===== src/rtl/switch_out_arbiter.sv =====
// Per-output round-robin arbiter: grants one qualified input, captures its
// FIFO head word and forwards it on a valid/ready output.
//
// Ports:
//   clk, rst         clock, async active-high reset
//   port_req[i]      input i requests (held until granted)
//   pkt_dst[4i+:4]   destination of input i's head packet
//   fifo_data[16i+:16] input i's FIFO head word {data,target,source}
//   out_ready        downstream accepts data_out
//   grant            registered one-hot grant (one-cycle pulse)
//   valid_out        data_out holds a packet
//   data_out         captured packet word
//   pkt_count        packets accepted downstream (wraps)
//   dst_err          sticky: captured target field != PORT_ID
module switch_out_arbiter #(
  parameter logic [3:0] PORT_ID   = 4'd0,
  parameter int         NUM_PORTS = 4
) (
  input  logic                     clk,
  input  logic                     rst,
  input  logic [NUM_PORTS-1:0]     port_req,
  input  logic [4*NUM_PORTS-1:0]   pkt_dst,
  input  logic [16*NUM_PORTS-1:0]  fifo_data,
  input  logic                     out_ready,
  output logic [NUM_PORTS-1:0]     grant,
  output logic                     valid_out,
  output logic [15:0]              data_out,
  output logic [15:0]              pkt_count,
  output logic                     dst_err
);

  localparam int PW = $clog2(NUM_PORTS);

  typedef enum logic [1:0] {
    IDLE  = 2'd0,
    GRANT = 2'd1,
    SEND  = 2'd2
  } state_t;

  state_t          state;
  logic [PW-1:0]   rr_ptr;
  logic [PW-1:0]   sel;

  logic [NUM_PORTS-1:0] qreq;
  logic                 any_req;
  logic [PW-1:0]        win;
  logic [15:0]          cap_word;
  logic [NUM_PORTS-1:0] win_oh;

  always_comb begin
    for (int i = 0; i < NUM_PORTS; i++) begin
      qreq[i] = port_req[i] &&
                (pkt_dst[4*i +: 4] == PORT_ID);
    end
  end

  // Search starts just after the last winner and wraps.
  always_comb begin
    logic [PW-1:0] idx;
    idx     = '0;
    any_req = 1'b0;
    win     = '0;
    for (int k = 1; k <= NUM_PORTS; k++) begin
      idx = PW'((int'(rr_ptr) + k) % NUM_PORTS);
      if (!any_req && qreq[idx]) begin
        any_req = 1'b1;
        win     = idx;
      end
    end
  end

  assign win_oh = {{(NUM_PORTS-1){1'b0}}, 1'b1} << win;

  assign cap_word = fifo_data[16*int'(sel) +: 16];

  always_ff @(posedge clk or posedge rst) begin
    if (rst) begin
      state     <= IDLE;
      rr_ptr    <= PW'(NUM_PORTS-1);
      sel       <= '0;
      grant     <= '0;
      valid_out <= 1'b0;
      data_out  <= '0;
      pkt_count <= '0;
      dst_err   <= 1'b0;
    end else begin
      unique case (state)
        IDLE: begin
          if (any_req) begin
            grant  <= win_oh;
            sel    <= win;
            rr_ptr <= win;
            state  <= GRANT;
          end else begin
            grant  <= '0;
          end
        end
        GRANT: begin
          // Head word is still pre-pop at this edge.
          data_out  <= cap_word;
          valid_out <= 1'b1;
          grant     <= '0;
          if (cap_word[7:4] != PORT_ID) begin
            dst_err <= 1'b1;
          end
          state <= SEND;
        end
        SEND: begin
          if (out_ready) begin
            pkt_count <= pkt_count + 16'd1;
            valid_out <= 1'b0;
            if (any_req) begin
              grant  <= win_oh;
              sel    <= win;
              rr_ptr <= win;
              state  <= GRANT;
            end else begin
              state  <= IDLE;
            end
          end
        end
        default: begin
          state     <= IDLE;
          grant     <= '0;
          valid_out <= 1'b0;
          data_out  <= '0;
        end
      endcase
    end
  end

endmodule

===== config.mk =====
export PLATFORM = sky130hd
export DESIGN_NAME = switch_out_arbiter
export DESIGN_NICKNAME = d
export VERILOG_FILES = /design/src/rtl/switch_out_arbiter.sv
export SDC_FILE = /design/constraint.sdc
export NUM_CORES = 1
export LEC_CHECK = 0
export CAP_MARGIN = 10
export CELL_PAD_IN_SITES_DETAIL_PLACEMENT = 1
export CELL_PAD_IN_SITES_GLOBAL_PLACEMENT = 1
export CORE_MARGIN = 1.5
export CORE_UTILIZATION = 31
export CTS_CLUSTER_DIAMETER = 50
export DETAILED_ROUTE_END_ITERATION = 8
export GPL_ROUTABILITY_DRIVEN = 0
export PLACE_DENSITY_LB_ADDON = 0.2
export SLEW_MARGIN = 20
export SYNTH_ARGS = -nofsm -noshare
export SYNTH_HDL_FRONTEND = slang
export SYNTH_SLANG_ARGS = --single-unit

===== constraint.sdc =====
create_clock -name clk -period 2.9 [get_ports clk]
set_input_delay 0.29 -clock clk [delete_from_list [all_inputs] [get_ports clk]]
set_output_delay 0.29 -clock clk [all_outputs]
set_load 0.05 [all_outputs]

==> impl_metrics.csv, run 1 <==
group,metric,value,unit
routing,routedWlPerCell,15.4,um
worst_setup_path,endpoint_kind,"flip-flop",
placed_design,port-buffer-count,124,
timing,worst_pin_slew,0.907,ns
finish,final_util,52.3,%
finish,final_cell_mix,"124 x clkdlybuf4s50_1, 42 x dfrtp_1, 29 x nand2_1",
timing,grt_setup_unrepaired,"false",
worst_setup_path,crit_path_end,"pkt_count[15]$_DFFE_PP0P_",
pwr,power_frac_comb,45.6,%
clocking,clock-sinks,44,
clocking,max-clock-path-buffers,2,
die,die_y,90.1,um
routing,viasPerCell,4.79,
timing,fin_tns_setup,0,ns
finish,final_area,3810,um^2
timing,setup_violations,0,
worst_setup_path,arrival,2.12,ns
routing,drtIter0Drc,84,
routing,detail_route.first_pass.iterations,4,
synth,synth_cells,206,
synth,synth_area_per_cell,11.4,um^2
worst_hold_path,holdPathStages,1,
timing,worst_clock_skew,0.0111,ns
routing,drtAntennaViolNets,0,
flow_run,maxCapViolCount,0,
clocking,post_cts_buffers,0,
clocking,ctsRootBufferMaster,"clkbuf_8",
worst_setup_path,r2r_cells,5,
synth,yosysSeqAreaShare,47.0,%
grt,grt_pass1_wl,11300,um
finish,seqCellArea,1100,um^2
routing,drc_errors,0,
pwr,p_int,1490,uW
pwr,power_density,650,nW/um^2
finish,final_nets,420,
finish,drive_gt1_share,12.6,%
worst_setup_path,crit_path_max_fanout,5,
synth,synth_seq_cells,44,
worst_setup_path,r2r-start,"state[0]$_DFFE_PP0P_",
finish,final_common_cell,"clkdlybuf4s50_1",
grt,grt_max_degree,45,
worst_setup_path,criticalPathCategory,"in2reg",
routing,via_count,2068,
clocking,cts_resized,0,
routing,totalWireLength,6640,um
placed_design,placed_cell_area,3700,um^2
die,initial_core_util,32.2,%
timing,relSlewSlack,39.4,%
grt,grt_pass1_vias,2256,
pwr,p_leak,0.00154,uW
status,status,"complete, no violations",
synth,synthesis.area,2350,um^2
timing,clock.fmax,0.515,GHz
grt,overflow,0,
worst_setup_path,crit_path_start,"out_ready",
clocking,tritoncts,"built",
worst_setup_path,critPathRequiredTime,3.08,ns
die,die_area,8110,um^2
clocking,cts_buffers,5,
die,die_w,90.1,um
finish,multi_input_area,1140,um^2
timing,slew_viol_final,0,
placed_design,hpwl,5460,um
grt,antenna_found_initial,0,
die,rows,31,
clocking,ctsHoldBuffers,0,
timing,hold_violations,0,
pwr,vdd_ir_drop_max,0.317,mV
pwr,switching_share,39.8,%
clocking,cts_max_level,2,
worst_setup_path,reg2reg_slack,1.00,ns
pwr,p_clk_share,18.7,%
clocking,insertion_delay,0.30,ns
worst_setup_path,startpoint_type,"input pin",
die,ioPinCount,125,
worst_hold_path,min_from,"pkt_count[15]$_DFFE_PP0P_",
finish,fillers,823,
worst_setup_path,timing.rr.end,"pkt_count[15]$_DFFE_PP0P_",
grt,grtUsageTotal,17.4,%
finish,synthToLayoutAreaGrowth,62.2,%
die,coreArea,7290,um^2
synth,ys_warn_count,0,
worst_hold_path,worstHoldPathType,"reg2reg",
clocking,cts.clk_slew.worst_paths,0.08,ns
timing,finalCritPeriodShare,66.9,%
synth,ys_types,43,
timing,finalCriticalPeriod,1.94,ns
pwr,power_frac_seq,35.7,%
pwr,p_sw,987,uW
finish,antennaDiodeCount,0,
synth,syn_nets,294,
## state kept, by name, summed over array words and instances (netlist names)
| register | flops |
|---|---|
| data_out | 16 |
| grant | 4 |
| rr_ptr | 2 |
| sel | 2 |
| pkt_count | 16 |
| dst_err | 1 |
| valid_out | 1 |
| state | 2 |
## routing by layer
metal	track usage [%]	part of all wire [%]	vias up
met3	3.89	4.9	7
met4	5.29	1.4	0
met2	30.9	53	64
met5	0	0	-
met1	20.8	40	1011
li1	-	-	986
## through the flow
stage	total power, uW	hold WS (ns)	setup slack (ns)	std cells
2_1_floorplan	1590	0.389	1.05	206
3_3_place_gp	2030	0.464	0.713	424
3_5_place_dp	2040	0.477	0.679	424
4_1_cts	2510	0.488	0.989	432
5_1_grt	2620	0.507	0.853	432
6_report	2480	0.481	0.960	432
## power by group through the flow
stage | clock, uW | sequential, uW | combinational (uW)
2_1_floorplan | 0 | 1270 | 315
3_3_place_gp | 0 | 896 | 1130
3_5_place_dp | 0 | 900 | 1140
4_1_cts | 474 | 889 | 1150
5_1_grt | 507 | 915 | 1200
6_report | 463 | 885 | 1130
## worst min-delay path by stage
stage	end	slack (ns)
2_1_floorplan	state[1]$_DFFE_PP0P_	0.39
3_3_place_gp	pkt_count[15]$_DFFE_PP0P_	0.46
3_5_place_dp	pkt_count[15]$_DFFE_PP0P_	0.48
4_1_cts	pkt_count[15]$_DFFE_PP0P_	0.49
5_1_grt	pkt_count[15]$_DFFE_PP0P_	0.51
6_report	pkt_count[15]$_DFFE_PP0P_	0.48
## logic make-up after synthesis
group	after synthesis	synth area share [%]
and+or+nand+nor	65	14.4
xor gates and xnor gates	15	5.59
DFF	44	47.0
muxes	17	15.8
AOI/OAI and AO/OA	37	12.2
buffers and inverters	27	4.42
adders and majority gates	1	0.532
## Yosys cell counts
master	n	area, um^2
nor2b_1	1	6.26
a21oi_1	6	30.0
a21oi_2	1	8.76
and4b_1	1	10.0
o21a_1	1	7.51
o41ai_2	1	16.3
xor2_1	5	43.8
or2b_4	1	11.3
o22ai_1	1	6.26
inv_1	19	71.3
and2_2	1	7.51
and2_1	3	18.8
a211oi_2	1	12.5
o21bai_1	2	15.0
a22o_1	1	8.76
mux4_2	16	360
a2111oi_4	1	27.5
nor3_1	3	15.0
nand2b_1	1	6.26
dfrtp_1	42	1050
xnor2_1	10	87.6
o221a_4	1	20.0
o21ai_0	17	85.1
o32ai_2	1	16.3
buf_2	2	10.0
nor4_1	4	25.0
or4_1	1	7.51
a32o_1	1	10.0
or2_0	1	6.26
ha_1	1	12.5
dfstp_2	2	52.6
o2bb2ai_1	1	8.76
nand3_1	4	20.0
clkbuf_1	6	22.5
nand4_1	3	18.8
nand2_1	29	109
and4_1	2	17.5
or3_4	2	22.5
nor2_1	6	22.5
or2_4	1	8.76
mux2_2	1	11.3
and3_1	1	6.26
o2bb2ai_2	1	15.0
## area by class of cell
| class | instances | area share, % |
|---|---|---|
| Timing Repair Buffer | 127 | 33.1 |
| Sequential cell | 44 | 28.9 |
| Tap cell | 99 | 3.25 |
| Clock inverter | 2 | 0.919 |
| Clock buffer | 6 | 1.90 |
| Multi-Input combinational cell | 135 | 30.0 |
| Inverter | 19 | 1.87 |
## critical path: stages
cell,delay [ns]
clkdlybuf4s50_1,0.56
and4b_1,0.28
nand3_1,0.18
nor3_1,0.49
nand3_1,0.17
xnor2_1,0.16
Note: power is estimated with default switching activity, not from simulation.
==> run 2, diff against run 1 <==
--- a/config.mk
+++ b/config.mk
@@ -9,7 +9,7 @@
 export CELL_PAD_IN_SITES_DETAIL_PLACEMENT = 1
 export CELL_PAD_IN_SITES_GLOBAL_PLACEMENT = 1
 export CORE_MARGIN = 1.5
-export CORE_UTILIZATION = 31
+export CORE_UTILIZATION = 29
 export CTS_CLUSTER_DIAMETER = 50
 export DETAILED_ROUTE_END_ITERATION = 8
 export GPL_ROUTABILITY_DRIVEN = 0
==> constraint.sdc (replaced) <==
create_clock -name clk -period 1.8 [get_ports clk]
set_input_delay 0.18 -clock clk [delete_from_list [all_inputs] [get_ports clk]]
set_output_delay 0.18 -clock clk [all_outputs]
set_load 0.05 [all_outputs]
==> run 2 against run 1 <==
Compared with the run above: the flow now finishes with violations (negative setup slack); non-clock buffer count rose by 26; die area rose by 6.7%; critical path depth rose by 2; worst setup slack got worse by 0.96 ns; largest power group unchanged; critical path type unchanged; clock-buffer cell count did not move; final cell count rose by 6.7%; utilization rose by 0.50 points; clock skew barely moved.
==> impl_metrics.csv, run 2 (synthesis gave the netlist of run 1 again) <==
group,metric,value,unit
status,status,"complete, but fails checks",
status,violations,"negative setup slack",
finish,final_common_cell,"clkdlybuf4s50_1",
grt,met1_usage,20.3,%
timing,hold_violations,0,
timing,slew_viol_final,0,
grt,grt_pass1_vias,2441,
pwr,p_clk_share,21.2,%
grt,overflow,0,
clocking,ctsRootBufferMaster,"clkbuf_8",
pwr,power_density,1030,nW/um^2
pwr,p_leak,0.00174,uW
timing,worst_pin_slew,0.543,ns
grt,antenna_found_initial,0,
finish,final_cell_mix,"121 x clkdlybuf4s50_1, 41 x dfrtp_1, 28 x nand2_1, 28 x buf_4, 18 x inv_1",
pwr,power_frac_seq,33.2,%
die,die_y,93.0,um
timing,finalCritPeriodShare,100,%
timing,setup_violations,1,
timing,relSlewSlack,63.7,%
timing,finalCriticalPeriod,1.80,ns
worst_setup_path,startpoint_type,"input pin",
finish,synthToLayoutAreaGrowth,74.5,%
timing,worst_clock_skew,0.0109,ns
clocking,cts_buffers,5,
finish,final_nets,446,
die,initial_core_util,30.3,%
worst_setup_path,timing.rr.end,"pkt_count[13]$_DFFE_PP0P_",
placed_design,port-buffer-count,124,
routing,drtAntennaViolNets,0,
routing,viasPerCell,4.69,
clocking,cts_max_level,2,
routing,via_count,2162,
grt,grtUsageMet2,31.2,%
timing,clock.fmax,0.554,GHz
pwr,p_int,2600,uW
pwr,switching_share,38.5,%
die,rows,32,
worst_setup_path,arrival,2.00,ns
grt,grt_pass1_wl,11800,um
pwr,power_frac_comb,45.6,%
worst_setup_path,reg2reg_slack,0.17,ns
die,die_w,93.0,um
placed_design,hpwl,5960,um
routing,drtIter0Drc,56,
worst_setup_path,r2r_cells,6,
finish,final_util,52.8,%
worst_setup_path,r2r-start,"state[0]$_DFFE_PP0P_",
worst_setup_path,endpoint_kind,"flip-flop",
flow_run,maxCapViolCount,0,
worst_hold_path,worstHoldPathType,"in2async",
clocking,insertion_delay,0.30,ns
grt,grtUsageTotal,17.5,%
timing,setup_slack,-0.00371,ns
worst_setup_path,criticalPathCategory,"in2reg",
clocking,cts.clk_slew.worst_paths,0.08,ns
routing,totalWireLength,7210,um
timing,fin_tns_setup,-0.00371,ns
clocking,ctsHoldBuffers,0,
worst_setup_path,crit_path_max_fanout,6,
worst_setup_path,critPathRequiredTime,2.00,ns
clocking,clock-sinks,44,
finish,drive_gt1_share,20.9,%
grt,grt_busiest_layer,"met2",
clocking,max-clock-path-buffers,2,
grt,grt_max_degree,24,
finish,antennaDiodeCount,0,
die,die_area,8650,um^2
routing,drc_errors,0,
routing,routedWlPerCell,15.6,um
pwr,vdd_ir_drop_max,0.403,mV
timing,holdWs,0.154,ns
die,coreArea,7770,um^2
routing,detail_route.first_pass.iterations,4,
grt,use_met3,4.15,%
finish,largestRegisters,"data_out x16, pkt_count x16, grant x4",
pwr,p_sw,1630,uW
die,ioPinCount,125,
clocking,tritoncts,"built",
[run 2: cell types whose count changed in the layout (fill, tap and decap cells not counted), moves of 2 or more]
cell             change
buf_4               +25
clkdlybuf4s50_1      -3
dlymetal6s2s_1       +3
nor4_1               -2
[run 2: per-stage QoR]
stage	power [uW]	cells	setup slack, ns	cell area, um^2
global route	4440	461	-0.0551	4100
finish	4230	461	-0.00371	4100
CTS	4280	460	-0.00764	4050
floorplan	2560	206	0.00128	2350
detailed placement	3370	452	-0.337	3910
global placement	3330	452	-0.295	3910
[run 2: power groups by stage]
| stage | combinational (uW) | clock, uW | sequential [uW] |
|---|---|---|---|
| after floorplan | 508 | 0 | 2050 |
| after global placement | 1920 | 0 | 1410 |
| after detailed placement | 1940 | 0 | 1420 |
| after CTS | 1950 | 928 | 1410 |
| after global routing | 2030 | 973 | 1440 |
| final | 1930 | 895 | 1400 |
[run 2: layer usage]
layer,up-vias,share of wire (%)
met5,-,0
met4,0,1.6
met3,10,4.4
met2,68,54
met1,1051,40
li1,1033,-
[run 2: repair_timing]
item                                    CTS  global route
resized for setup                         1            11
buffers inserted                          0             1
pin swaps                                 0             2
endpoints found under the setup margin    2            10
[run 2: layout make-up]
class / instances / area, um^2
Timing Repair Buffer: 153 / 1480
Multi-Input combinational cell: 135 / 1180
Clock buffer: 6 / 72.6
Fill cell: 858 / 3670
Inverter: 19 / 71.3
Clock inverter: 2 / 60.1
Tap cell: 102 / 128
Sequential cell: 44 / 1100
[run 2: how the worst max path moves through the flow]
stage,start,end,slack [ns],depth (start not counted)
after floorplan,pkt_count[3]$_DFFE_PP0P_,pkt_count[13]$_DFFE_PP0P_,0.001,5
after global placement,pkt_dst[13],grant[0]$_DFFE_PP0P_,-0.29,7
after detailed placement,pkt_dst[13],grant[0]$_DFFE_PP0P_,-0.34,7
after CTS,pkt_dst[13],grant[0]$_DFFE_PP0P_,-0.008,7
after global routing,pkt_dst[13],grant[0]$_DFFE_PP0P_,-0.06,8
final,pkt_dst[13],grant[0]$_DFFE_PP0P_,-0.004,8
[run 2: critical path: stages]
cell and delay, ns:
clkdlybuf4s50_1 0.40, or3_4 0.38, buf_4 0.14, nor4_1 0.25
buf_4 0.19, a2111oi_4 0.04, buf_4 0.17, a32o_1 0.25
==> run 3, diff against run 2 <==
--- a/config.mk
+++ b/config.mk
@@ -14,7 +14,9 @@
 export DETAILED_ROUTE_END_ITERATION = 8
 export GPL_ROUTABILITY_DRIVEN = 0
 export PLACE_DENSITY_LB_ADDON = 0.2
+export REMOVE_ABC_BUFFERS = 1
 export SLEW_MARGIN = 20
 export SYNTH_ARGS = -nofsm -noshare
 export SYNTH_HDL_FRONTEND = slang
 export SYNTH_SLANG_ARGS = --single-unit
+export TNS_END_PERCENT = 1
==> run 3 against run 2 <==
Compared with the run above: the run now ends clean; fmax is 1.4% higher; flip-flop and latch count stayed put; critical path depth is 1 lower; design area is 1.1% lower; clock power is 16% lower; sequential power hardly changed.
==> impl_metrics.csv, run 3 (synthesis gave the netlist of run 1 again) <==
group,metric,value,unit
finish,drive_gt1_share,20.1,%
timing,worst_pin_slew,0.534,ns
clocking,max-clock-path-buffers,2,
routing,via_count,2129,
worst_setup_path,startpoint_type,"input pin",
die,die_area,8650,um^2
timing,finalCriticalPeriod,1.78,ns
status,status,"complete, no violations",
clocking,cts.clk_slew.worst_paths,0.08,ns
die,ioPinCount,125,
clocking,ctsHoldBuffers,0,
routing,drtIter0Drc,64,
placed_design,place_inst,448,
routing,viasPerCell,4.67,
finish,final_common_cell,"clkdlybuf4s50_1",
timing,relSlewSlack,64.3,%
finish,final_nets,441,
finish,final_cell_mix,"120 x clkdlybuf4s50_1, 42 x dfrtp_1, 29 x nand2_1",
timing,slew_viol_final,0,
grt,grt_pass1_vias,2316,
die,die_y,93.0,um
worst_setup_path,criticalPathCategory,"in2reg",
timing,grt_setup_unrepaired,"true",
die,rows,32,
routing,detail_route.first_pass.iterations,6,
timing,hold_violations,0,
flow_run,maxCapViolCount,0,
clocking,cts_buffers,5,
pwr,p_leak,0.00169,uW
grt,grtUsageTotal,16.5,%
routing,drtAntennaViolNets,0,
timing,holdWs,0.164,ns
clocking,cts_max_level,2,
timing,finalCritPeriodShare,98.8,%
finish,synthToLayoutAreaGrowth,72.6,%
placed_design,port-buffer-count,124,
grt,overflow,0,
clocking,clock-sinks,44,
routing,drc_errors,0,
worst_setup_path,crit_path_max_fanout,6,
timing,worst_clock_skew,0.00510,ns
grt,grt_max_degree,31,
grt,antenna_found_initial,0,
finish,largestRegisters,"data_out x16, pkt_count x16, grant x4",
clocking,tritoncts,"built",
grt,grt_pass1_wl,11100,um
pwr,power_density,1010,nW/um^2
timing,clock.fmax,0.562,GHz
finish,antennaDiodeCount,0,
die,initial_core_util,30.3,%
worst_setup_path,critPathRequiredTime,1.99,ns
worst_setup_path,endpoint_kind,"flip-flop",
routing,totalWireLength,6750,um
finish,instances_no_fill,456,
pwr,vdd_ir_drop_max,0.382,mV
die,coreArea,7770,um^2
placed_design,hpwl,5460,um
worst_hold_path,worstHoldPathType,"in2async",
timing,setup_violations,0,
clocking,insertion_delay,0.30,ns
clocking,ctsRootBufferMaster,"clkbuf_8",
die,die_w,93.0,um
routing,routedWlPerCell,14.8,um
pwr,power.total,4100,uW
worst_setup_path,arrival,1.97,ns
==> run 3: power by group <==
group	total, uW	leakage (uW)	switching [uW]	internal (uW)
sequential	1390	0.000565	185	1210
clock	756	0.0000541	345	411
combinational	1950	0.00107	1100	857
==> run 3: final cells by class <==
cell class | instances | area, um^2
timing repair buffer | 148 | 1450
clock buffer | 5 | 68.8
tap | 102 | 128
sequential | 44 | 1100
clock inverter | 3 | 42.5
inverter | 19 | 71.3
multi-input combinational | 135 | 1190
fill | 869 | 3710
==> run 3: layer usage <==
layer	vias up	share of wire, %	track usage, %
met4	0	1.5	5.68
met2	59	54	30.6
met1	1042	39	18.5
met3	8	4.7	3.50
li1	1020	-	-
met5	-	0	0
==> run 3: what timing repair did <==
item                       in CTS  in global routing
pin swaps                       0                  2
resized for setup               2                  6
setup endpoints to repair       3                  6
setup buffers                   0                  0
==> run 3: metrics by stage <==
step	setup slack, ns	TNS [ns]	utilization, %	area [um^2]
6_report	0.0210	0	52.2	4060
5_1_grt	-0.0202	-0.0202	52.2	4060
4_1_cts	-0.00144	-0.00144	51.8	4030
3_5_place_dp	-0.373	-2.61	50.2	3900
3_3_place_gp	-0.314	-1.97	50.2	3900
2_1_floorplan	-0.0481	-0.122	-	2320
==> run 3: final timing paths <==
path                                            from                   endpoint  slack, ns  cells after the start
hold reg to reg            pkt_count[15]$_DFFE_PP0P_  pkt_count[15]$_DFFE_PP0P_       0.48                      1
max in group asynchronous                        rst      rr_ptr[0]$_DFFE_PP1P_       1.09                      3
setup / recovery                         pkt_dst[13]       grant[0]$_DFFE_PP0P_       0.02                      7
min in group clk           pkt_count[15]$_DFFE_PP0P_  pkt_count[15]$_DFFE_PP0P_       0.48                      1
hold / removal                                   rst    data_out[3]$_DFFE_PP0N_       0.16                      2
setup reg to reg                  sel[0]$_DFFE_PP0P_    data_out[5]$_DFFE_PP0N_       0.23                      4
==> run 3: worst max-delay path: stages <==
cell             delay (ns)
clkdlybuf4s50_1        0.40
or3_4                  0.40
or2_4                  0.27
a211oi_4               0.24
a2111oi_4              0.07
buf_4                  0.17
a32o_1                 0.25
